File: src/rtl/debug_probe_scanner.sv
// Debug-view sequencer: picks one of NCH probe words by auto-scan, single-step,
// direct select or frozen snapshot, and tags the shown word with its channel index.
module debug_probe_scanner #(
  parameter  int NCH   = 8,
  parameter  int DW    = 32,
  parameter  int TAG_W = 4,
  parameter  int DIV_W = 28,
  localparam int IDX_W = (NCH > 2) ? $clog2(NCH) : 1
) (
  input  logic                clk,
  input  logic                rstn,
  input  logic                en_i,
  input  logic [1:0]          mode_i,
  input  logic                freeze_i,
  input  logic                step_i,
  input  logic [IDX_W-1:0]    sel_i,
  input  logic [DIV_W-1:0]    period_i,
  input  logic [NCH*DW-1:0]   probe_i,
  output logic [DW-1:0]       data_o,
  output logic [IDX_W-1:0]    idx_o,
  output logic                valid_o,
  output logic                wrap_o
);

  typedef enum logic [1:0] {IDLE, SCAN, HOLD} state_t;
  typedef enum logic [1:0] {
    M_AUTO   = 2'b00,
    M_STEP   = 2'b01,
    M_DIRECT = 2'b10,
    M_SNAP   = 2'b11
  } mode_t;

  localparam logic [IDX_W-1:0] LAST = IDX_W'(NCH - 1);

  state_t              state, state_nxt;
  mode_t               mode;
  logic                active;
  logic [DIV_W-1:0]    cnt, per;
  logic                tick, stp, step_q;
  logic                adv, capture;
  logic [NCH*DW-1:0]   bank;
  logic [DW-1:0]       live_word, bank_word, src_word;
  logic [IDX_W-1:0]    idx, sel_clamp;
  logic                unused_tag_bits;

  assign mode  = mode_t'(mode_i);
  assign idx_o = idx;

  always_ff @(posedge clk or negedge rstn) begin
    if (!rstn) state <= IDLE;
    else       state <= state_nxt;
  end

  always_comb begin
    state_nxt = state;
    if (!en_i) begin
      state_nxt = IDLE;
    end else begin
      case (state)
        IDLE:    state_nxt = SCAN;
        SCAN:    if (freeze_i)  state_nxt = HOLD;
        HOLD:    if (!freeze_i) state_nxt = SCAN;
        default: state_nxt = IDLE;
      endcase
    end
  end

  // freeze_i gates updates at its level, so holding and releasing take effect
  // on the very edge that sees it rather than one cycle late.
  always_comb begin
    valid_o = en_i && (state != IDLE);
    active  = en_i && !freeze_i && (state != IDLE);
  end

  assign per  = (period_i == '0) ? DIV_W'(1) : period_i;
  assign tick = active && (cnt == per - DIV_W'(1));
  assign stp  = step_i & ~step_q;

  always_ff @(posedge clk or negedge rstn) begin
    if (!rstn)                   cnt <= '0;
    else if (!active)            cnt <= '0;
    else if (tick || cnt >= per) cnt <= '0;
    else                         cnt <= cnt + DIV_W'(1);
  end

  always_comb begin
    live_word = '0;
    bank_word = '0;
    for (int unsigned k = 0; k < NCH; k++) begin
      if (idx == IDX_W'(k)) begin
        live_word = probe_i[k*DW +: DW];
        bank_word = bank[k*DW +: DW];
      end
    end
  end

  assign src_word        = (mode == M_SNAP) ? bank_word : live_word;
  assign sel_clamp       = (sel_i > LAST) ? LAST : sel_i;
  assign unused_tag_bits = ^src_word[DW-1:DW-TAG_W];

  always_comb begin
    adv     = 1'b0;
    capture = 1'b0;
    if (active) begin
      case (mode)
        M_AUTO:  adv = tick;
        M_STEP:  adv = stp;
        M_SNAP: begin
          capture = stp;
          adv     = tick && !stp;
        end
        default: adv = 1'b0;
      endcase
    end
  end

  always_ff @(posedge clk or negedge rstn) begin
    if (!rstn) begin
      idx    <= '0;
      data_o <= '0;
      wrap_o <= 1'b0;
      bank   <= '0;
      step_q <= 1'b0;
    end else begin
      step_q <= step_i;
      wrap_o <= 1'b0;
      if (!en_i) begin
        idx    <= '0;
        data_o <= '0;
      end else if (active) begin
        data_o <= {TAG_W'(idx), src_word[DW-TAG_W-1:0]};
        if (capture) begin
          bank <= probe_i;
          idx  <= '0;
        end else if (mode == M_DIRECT) begin
          idx <= sel_clamp;
        end else if (adv) begin
          if (idx == LAST) begin
            idx    <= '0;
            wrap_o <= 1'b1;
          end else begin
            idx <= idx + IDX_W'(1);
          end
        end
      end
    end
  end

endmodule

File: config.mk
export PLATFORM = sky130hd
export DESIGN_NAME = debug_probe_scanner
export DESIGN_NICKNAME = d
export VERILOG_FILES = /design/src/rtl/debug_probe_scanner.sv
export SDC_FILE = /design/constraint.sdc
export NUM_CORES = 1
export LEC_CHECK = 0
export CAP_MARGIN = 20
export CORE_ASPECT_RATIO = 1.4
export CORE_MARGIN = 2
export CORE_UTILIZATION = 53
export DETAILED_ROUTE_END_ITERATION = 8
export GPL_TIMING_DRIVEN = 1
export PLACE_DENSITY = 0.79
export SLEW_MARGIN = 25
export SYNTH_ARGS = -nofsm -noshare
export SYNTH_HDL_FRONTEND = slang
export SYNTH_SLANG_ARGS = --single-unit
File: constraint.sdc
create_clock -name clk -period 3.3 [get_ports clk]
set_input_delay 0.66 -clock clk [delete_from_list [all_inputs] [get_ports clk]]
set_output_delay 0.66 -clock clk [all_outputs]
set_load 0.01 [all_outputs]
==> results.cfg, run 1 <==
[clock_network]
clkTransAtPathRegs_ns = 0.07
clock_path_buffers = 3
cts_hold_buffers = 0
root_buffer = clkbuf_16
cts_tree = built
cts-buffers-inserted = 29
htree_num_levels = 1
numClockSinks = 290
clock_latency_ns = 0.56

[synth]
syn_inst = 2208
synth_area_leaders = dfrtp_1, nand2_1, o21ai_0
ys_ff_latch = 290
ys_types = 70
yosysSeqAreaShare_pct = 42.8
synth.top_cell.area_share_pct = 42.8
syn_nets = 2538
yosys.area.top_type = dfrtp_1
avgSynthCellArea_sq_um = 7.67
synth_edf_count = 0
yosysWarnings = 0
async_reset_ff_share_pct = 100
ys.flop_type = dfrtp_1
netlist_area_sq_um = 16900

[placement]
placed_cell_area_sq_um = 21200
post-place-ws_ns = -1.52
place_hpwl_mm = 40.9
gp_congestion = 0.973
numPortBuffers = 297

[route]
final_antenna_net_count = 0
drc = 0
drtIter0Drc = 1398
viasPerCell = 5.83
wl_per_cell_microns = 19.1
dr.pass1.iters = 7
vias = 17200
wirelength_mm = 56.3

[critical_path]
ff2ff_setup_slack_ns = 0.12
required_ns = 3.73
timing.rr.start = cnt[3]
worstSetupStartpointType = input pin
critPathMostFrequentCell = mux2i_1
slowest_stage = a2111oi_4
reg2reg_depth = 12
cp_max_fo = 5
reg2reg_to = idx_o[1]
cp_cell_sequence = buf_8 > nor4_4 > nand4_1 > nor2_1 > nor2_2 > ha_2 > or4b_4 > nor4_4 > nand4_2 > buf_6 > mux2i_1 > mux2i_1 > a2111oi_4 > nand3_2 > buf_6 > mux2i_4 > o211ai_4 > mux2i_1
worstPathArrival_ns = 4.16
path_class = input pin to register
critPathMaxStageDelay_ns = 0.52
worst_setup_path_end_kind = register

[timing]
clock_skew_ns = 0.0116
rsz0062_at_grt = yes
finalCritPeriodShare_pct = 113
max_freq_mhz = 269
setup_tns_ns = -9.89
tightestPinTransition_ns = 0.837
period_minus_slack_ns = 3.72
hold_viol_final = 0
max-slew-margin-rel_pct = 44.2
drv_slew = 0
fin_ws_ns = -0.423
setup_viol = 32

[global_routing]
grt_pass1_wl_mm = 89.9
grt_util_all_layers_pct = 33.5
antenna_found_initial = 8
first_global_vias = 16900
overflow = 0
grt_start_max_net_pins = 80

[pwr]
switchingPower_mw = 2.48
powerDensity_nw_per_um2 = 404
leakage_nw = 10.5
p_clk_share_pct = 35.2
power_switching_share_pct = 27.5
combPwrFrac_pct = 18.5
p_int_mw = 6.55
ir_drop_uv = 459
seq_power_share_pct = 46.3

[run_status]
outcome = complete, but fails checks
violations = setup timing

[floorplanning]
die_area_sq_um = 33400
die_x_microns = 155
start_util_pct = 53.8
fp.dieH_microns = 216
rows = 77
fp.coreArea_sq_um = 31500
boundaryPins = 331

[job]
maxCapViolCount = 0

[cells_and_area]
finalNetCount = 2853
stdcell_area_sq_um = 22400
layout-drive-gt1-share_pct = 11.1
syn_to_final_growth_pct = 32.0

[hold_path]
holdCritPathClass = input pin to asynchronous set/reset pin
registers in the layout (all words and copies together), names as in the netlist:
name / flops
bank: 224
cnt: 28
data_o: 31
idx_o: 3
state: 2
step_q: 1
wrap_o: 1
per-layer routing:
layer	share of wire (%)	up-vias	track usage, %
met5	0	-	0
met4	3.8	0	13.0
li1	-	8160	-
met1	41	8177	45.5
met3	6.3	109	3.41
met2	49	735	55.4
worst max path at each step:
stage	start	to	slack, ns	depth (start not counted)
after global routing	period_i[23]	idx_o[2]	-0.57	18
after CTS	period_i[24]	idx_o[1]	-0.43	18
after detailed placement	period_i[22]	idx_o[1]	-1.52	16
after floorplan	period_i[9]	cnt[11]	-0.45	17
final	period_i[23]	idx_o[1]	-0.42	18
after global placement	period_i[1]	idx_o[1]	-1.46	17
power by group through the flow:
| stage | Combinational (mW) | Sequential (mW) | Clock (mW) |
|---|---|---|---|
| 2_1_floorplan | 0.747 | 4.20 | 0 |
| 3_3_place_gp | 1.60 | 4.21 | 0 |
| 3_5_place_dp | 1.64 | 4.24 | 0 |
| 4_1_cts | 1.66 | 4.17 | 3.21 |
| 5_1_grt | 1.86 | 4.22 | 3.35 |
| 6_report | 1.67 | 4.18 | 3.18 |
cells in the final DEF (no fill, tap or decap), types with 57 or more instances in the layout:
| master | instances |
|---|---|
| nand2_1 | 877 |
| dfrtp_1 | 290 |
| clkdlybuf4s50_1 | 268 |
| o21ai_0 | 156 |
| buf_4 | 136 |
| nor2_1 | 114 |
| a21oi_1 | 67 |
| o211ai_1 | 61 |
| o311ai_0 | 57 |
| a221oi_1 | 57 |
cell type report:
type / instances / area (sq um)
Fill cell: 2541 / 9150
Clock buffer: 45 / 856
Multi-Input combinational cell: 1709 / 9160
Inverter: 40 / 150
Sequential cell: 290 / 7260
Tap cell: 395 / 494
Antenna cell: 9 / 22.5
Clock inverter: 6 / 36.3
Timing Repair Buffer: 453 / 4380
worst max-delay path, delay by kind of cell:
family | cells | cell delay (ns)
AND/OR/NAND/NOR | 8 | 1.63
AO/OA/AOI/OAI | 2 | 0.64
adder cells (fa/ha/maj) | 1 | 0.23
multiplexers | 4 | 0.59
buffers and inverters | 3 | 0.40
stage by stage:
stage | hold WS [ns] | util (%) | total power [mW] | instances
final | 0.0601 | 71.0 | 9.03 | 2947
after global routing | 0.116 | 70.9 | 9.43 | 2945
after CTS | 0.0975 | 70.7 | 9.05 | 2938
after detailed placement | 0.457 | 67.3 | 5.88 | 2871
after global placement | 0.452 | 67.3 | 5.82 | 2871
after floorplan | 0.364 | - | 4.95 | 2208
synth_stat cells, drive strengths merged, types with 9 or more instances:
master / instances
nand2: 880
dfrtp: 290
o21ai: 157
clkbuf: 149
nor2: 119
a21oi: 70
o211ai: 62
o311ai: 58
a221oi: 57
nor3: 41
inv: 40
ha: 36
xnor2: 36
nand3: 25
nor4b: 25
buf: 20
xor2: 18
nand4: 13
and3: 9
mux2i: 9
nor4: 9
logic make-up after synthesis:
group / after synthesis / synth area share (%)
simple gates: 1161 / 28.6
compound gates: 448 / 17.7
flops: 290 / 42.8
buf+inv: 209 / 4.79
xor+xnor: 54 / 2.79
fa+ha+maj: 36 / 2.66
mux: 9 / 0.606
other cells: 1 / 0.0221
timing repair:
action,in CTS,in global routing
pin swaps,17,15
setup buffers,17,2
gates resized for setup,152,11
setup endpoints to repair,32,32
cloned,0,0
No activity file was read; power rests on OpenSTA's default activity.
==> run 2: changes to the inputs <==
- SKIP_LAST_GASP: not set -> 1
==> results.cfg, run 2 (same netlist as run 1, synthesis figures left out) <==
[placement]
place_hpwl_mm = 40.9
gp_congestion = 0.973
placed_cell_area_sq_um = 21200
numPortBuffers = 297
post-place-ws_ns = -1.52

[floorplanning]
start_util_pct = 53.8
fp.dieH_microns = 216
fp.coreArea_sq_um = 31500
boundaryPins = 331
die_x_microns = 155
die_area_sq_um = 33400
rows = 77

[timing]
finalCritPeriodShare_pct = 113
max_freq_mhz = 269
drv_slew = 0
clock_skew_ns = 0.0122
hold_viol_final = 0
setup_tns_ns = -9.81
fin_ws_ns = -0.423
tightestPinTransition_ns = 0.850
setup_viol = 32
rsz0062_at_grt = yes
timing.hold.ws_ns = 0.0611
period_minus_slack_ns = 3.72
max-slew-margin-rel_pct = 43.4

[clock_network]
numClockSinks = 290
clkTransAtPathRegs_ns = 0.07
root_buffer = clkbuf_16
clock_latency_ns = 0.56
cts_hold_buffers = 0
clock_path_buffers = 3
htree_num_levels = 1
cts_tree = built
cts-buffers-inserted = 29

[global_routing]
first_global_vias = 16900
grt_pass1_wl_mm = 89.9
antenna_found_initial = 8
grt_start_max_net_pins = 80
overflow = 0
grt_util_all_layers_pct = 33.5

[hold_path]
holdCritPathClass = input pin to asynchronous set/reset pin

[pwr]
p_total_mw = 9.03
ir_drop_uv = 459
leakage_nw = 10.5
powerDensity_nw_per_um2 = 404

[route]
drtIter0Drc = 1427
vias = 17200
routed-wl-met2_mm = 27.3
final_antenna_net_count = 0
met3_length_mm = 3.58
dr.pass1.iters = 6
viasPerCell = 5.82
wl_per_cell_microns = 19.1
met1_length_mm = 23.2
route.top_layer_used = met4
drc = 0
wirelength_mm = 56.3

[critical_path]
worst_setup_path_end_kind = register
cp_cell_sequence = buf_8 > nor4_4 > nand4_1 > nor2_1 > nor2_2 > ha_2 > or4b_4 > nor4_4 > nand4_2 > buf_6 > mux2i_1 > mux2i_1 > a2111oi_4 > nand3_2 > buf_6 > mux2i_4 > o211ai_4 > mux2i_1
slowest_stage = a2111oi_4
critPathMostFrequentCell = mux2i_1
path_buf_inv = 3
worstSetupStartpointType = input pin
required_ns = 3.73
worstPathArrival_ns = 4.16
critPathMaxStageDelay_ns = 0.52
cp_max_fo = 5
path_class = input pin to register
crit_family = simple AND/OR/NAND/NOR gates

[cells_and_area]
largest_register_ffs = 224
layout_common_cells = nand2_1, dfrtp_1, clkdlybuf4s50_1
reg.largest.list = bank (224), data_o (31), cnt (28)
final_common_cell = nand2_1
max_flop_register = bank
syn_to_final_growth_pct = 31.9
stdcell_area_sq_um = 22300
layout-drive-gt1-share_pct = 11.1
finalNetCount = 2853

[run_status]
outcome = complete, but fails checks
violations = setup timing

[job]
maxCapViolCount = 0
run 2: cell types whose count changed in the layout (fill, tap and decap cells not counted):
cell	change
nor4b_2	+2
nor4b_4	-2
diode_2	+2
run 2: routing by layer:
layer	GRT usage (%)	up-vias
met4	13.0	0
met1	45.5	8169
met3	3.41	108
li1	-	8157
met5	0	-
met2	55.4	731
run 2: worst paths after layout:
check,startpoint,to,slack [ns],cells past startpoint
min in group clk,bank[211],bank[211],0.47,2
min reg2reg,bank[211],bank[211],0.47,2
max reg2reg,cnt[3],idx_o[1],0.12,12
max,period_i[23],idx_o[1],-0.42,18
min,rstn,bank[238],0.06,1
max in group asynchronous,rstn,bank[198],2.31,2
run 2: power by group:
group | internal (mW) | switching (mW) | total [mW]
sequential | 3.96 | 0.217 | 4.18
clock | 1.77 | 1.40 | 3.17
combinational | 0.815 | 0.859 | 1.67
run 2: repair_timing:
item / in CTS / in global routing
pin swaps: 17 / 15
endpoints found under the setup margin: 32 / 32
setup buffers: 17 / 2
gates resized for setup: 152 / 9
hold endpoints to repair: 0 / 0
gates cloned: 0 / 0
run 2: cell type report:
cell class | instances | area [sq um]
fillers | 2542 | 9160
multi-input cells | 1709 | 9140
flip-flops and latches | 290 | 7260
repair buffers | 453 | 4380
clock buffers | 45 | 856
well taps | 395 | 494
inverters | 40 | 150
clock inverters | 6 | 36.3
diodes | 11 | 27.5
run 2: metrics by stage:
step / instances / utilization, %
5_1_grt: 2945 / 70.9
6_report: 2949 / 70.9
4_1_cts: 2938 / 70.7
2_1_floorplan: 2208 / -
3_3_place_gp: 2871 / 67.3
3_5_place_dp: 2871 / 67.3
==> run 3: changes to the inputs <==
- CAP_MARGIN: 20 -> not set
- CTS_CLUSTER_DIAMETER: not set -> 50
==> results.cfg, run 3 (same netlist as run 1, synthesis figures left out) <==
[critical_path]
ff2ff_setup_slack_ns = 0.12
timing.rr.start = cnt[3]
required_ns = 3.75
path_class = input pin to register
cp_max_fo = 5
worstPathArrival_ns = 4.17
reg2reg_to = idx_o[2]
worst_setup_path_end_kind = register
reg2reg_depth = 12
worstSetupStartpointType = input pin

[timing]
setup_tns_ns = -9.48
drv_slew = 0
rsz0062_at_grt = yes
max-slew-margin-rel_pct = 41.6
hold_viol_final = 0
finalCritPeriodShare_pct = 112
period_minus_slack_ns = 3.71
max_freq_mhz = 269
clock_skew_ns = 0.0157
fin_ws_ns = -0.411
tightestPinTransition_ns = 0.876
setup_viol = 32

[pwr]
power_switching_share_pct = 27.5
powerDensity_nw_per_um2 = 411
p_clk_share_pct = 36.4
leakage_nw = 10.5
ir_drop_uv = 461
p_total_mw = 9.21
p_int_mw = 6.67
combPwrFrac_pct = 18.2
switchingPower_mw = 2.54
seq_power_share_pct = 45.4

[cells_and_area]
layout-drive-gt1-share_pct = 11.2
syn_to_final_growth_pct = 32.3
largest_register_ffs = 224
final_cells = 2950
reg.largest.list = bank (224), data_o (31), cnt (28)
final_common_cell = nand2_1
layout_common_cells = nand2_1, dfrtp_1, clkdlybuf4s50_1
finalNetCount = 2854
fillers = 2528
max_flop_register = bank

[placement]
dp_cells = 2871
gp_congestion = 0.973
post-place-ws_ns = -1.52
place_hpwl_mm = 40.9
numPortBuffers = 297

[route]
vias = 17100
dr.pass1.iters = 5
wl_per_cell_microns = 19.1
drc = 0
viasPerCell = 5.81
drtIter0Drc = 1373
final_antenna_net_count = 0
wirelength_mm = 56.3

[floorplanning]
die_x_microns = 155
boundaryPins = 331
fp.coreArea_sq_um = 31500
rows = 77
die_area_sq_um = 33400
start_util_pct = 53.8
fp.dieH_microns = 216

[clock_network]
htree_num_levels = 1
cts-buffers-inserted = 30
numClockSinks = 290
clock_path_buffers = 3
clkTransAtPathRegs_ns = 0.06
clock_latency_ns = 0.58
root_buffer = clkbuf_16
cts_tree = built

[global_routing]
overflow = 0
antenna_found_initial = 8
grt_pass1_wl_mm = 89.8
first_global_vias = 16900
grt_start_max_net_pins = 80
grt_util_all_layers_pct = 33.5

[hold_path]
holdCritPathClass = input pin to asynchronous set/reset pin

[run_status]
outcome = complete, but fails checks
violations = setup timing

[job]
maxCapViolCount = 0
-- run 3: worst max path at each step --
stage,slack [ns],depth (start not counted),to,startpoint
5_1_grt,-0.55,18,idx_o[2],period_i[23]
4_1_cts,-0.41,18,idx_o[1],period_i[24]
3_5_place_dp,-1.52,16,idx_o[1],period_i[22]
6_report,-0.41,18,idx_o[2],period_i[23]
2_1_floorplan,-0.45,17,cnt[11],period_i[9]
3_3_place_gp,-1.46,17,idx_o[1],period_i[1]
-- run 3: what timing repair did --
item	in CTS	in global routing
gates resized for setup	152	9
endpoints found under the setup margin	32	32
hold buffers	0	0
buffers inserted	17	2
pin swaps	17	15
-- run 3: stage by stage --
step                area, sq um  utilization [%]  hold slack, ns
floorplan                 17100                -           0.364
global placement          21200             67.3           0.452
detailed placement        21200             67.3           0.457
CTS                       22300             70.9          0.0802
global route              22400             71.1           0.104
finish                    22400             71.1          0.0434
-- run 3: worst max-delay path: stages --
cell and delay (ns):
buf_8 0.08, nor4_4 0.04, nand4_1 0.19, nor2_1 0.08, nor2_2 0.15, ha_2 0.23
or4b_4 0.51, nor4_4 0.37, nand4_2 0.17, buf_6 0.17, mux2i_1 0.13, mux2i_1 0.13
a2111oi_4 0.52, nand3_2 0.12, buf_6 0.15, mux2i_4 0.19, o211ai_4 0.12, mux2i_1 0.15
-- run 3: per-layer routing --
metal / GRT usage, % / vias to the layer above / part of all wire [%]
li1: - / 8158 / -
met1: 45.2 / 8138 / 41
met2: 55.6 / 734 / 49
met3: 3.73 / 109 / 6.7
met4: 12.5 / 0 / 3.6
met5: 0 / - / 0
-- run 3: cell type report --
cell class              count  area, sq um  share of cell area (%)
repair buffers            453         4380                    19.6
multi-input cells        1709         9140                    40.8
inverters                  40          150                   0.670
clock buffers              45          868                    3.88
well taps                 395          494                    2.21
flip-flops and latches    290         7260                    32.4
clock inverters            10         87.6                   0.391
diodes                      8         20.0                  0.0894
-- run 3: power by group through the flow --
| stage | Clock (mW) | Combinational, mW | Sequential, mW |
|---|---|---|---|
| final | 3.35 | 1.67 | 4.18 |
| after global placement | 0 | 1.60 | 4.21 |
| after CTS | 3.39 | 1.66 | 4.18 |
| after floorplan | 0 | 0.747 | 4.20 |
| after global routing | 3.53 | 1.85 | 4.22 |
| after detailed placement | 0 | 1.64 | 4.24 |
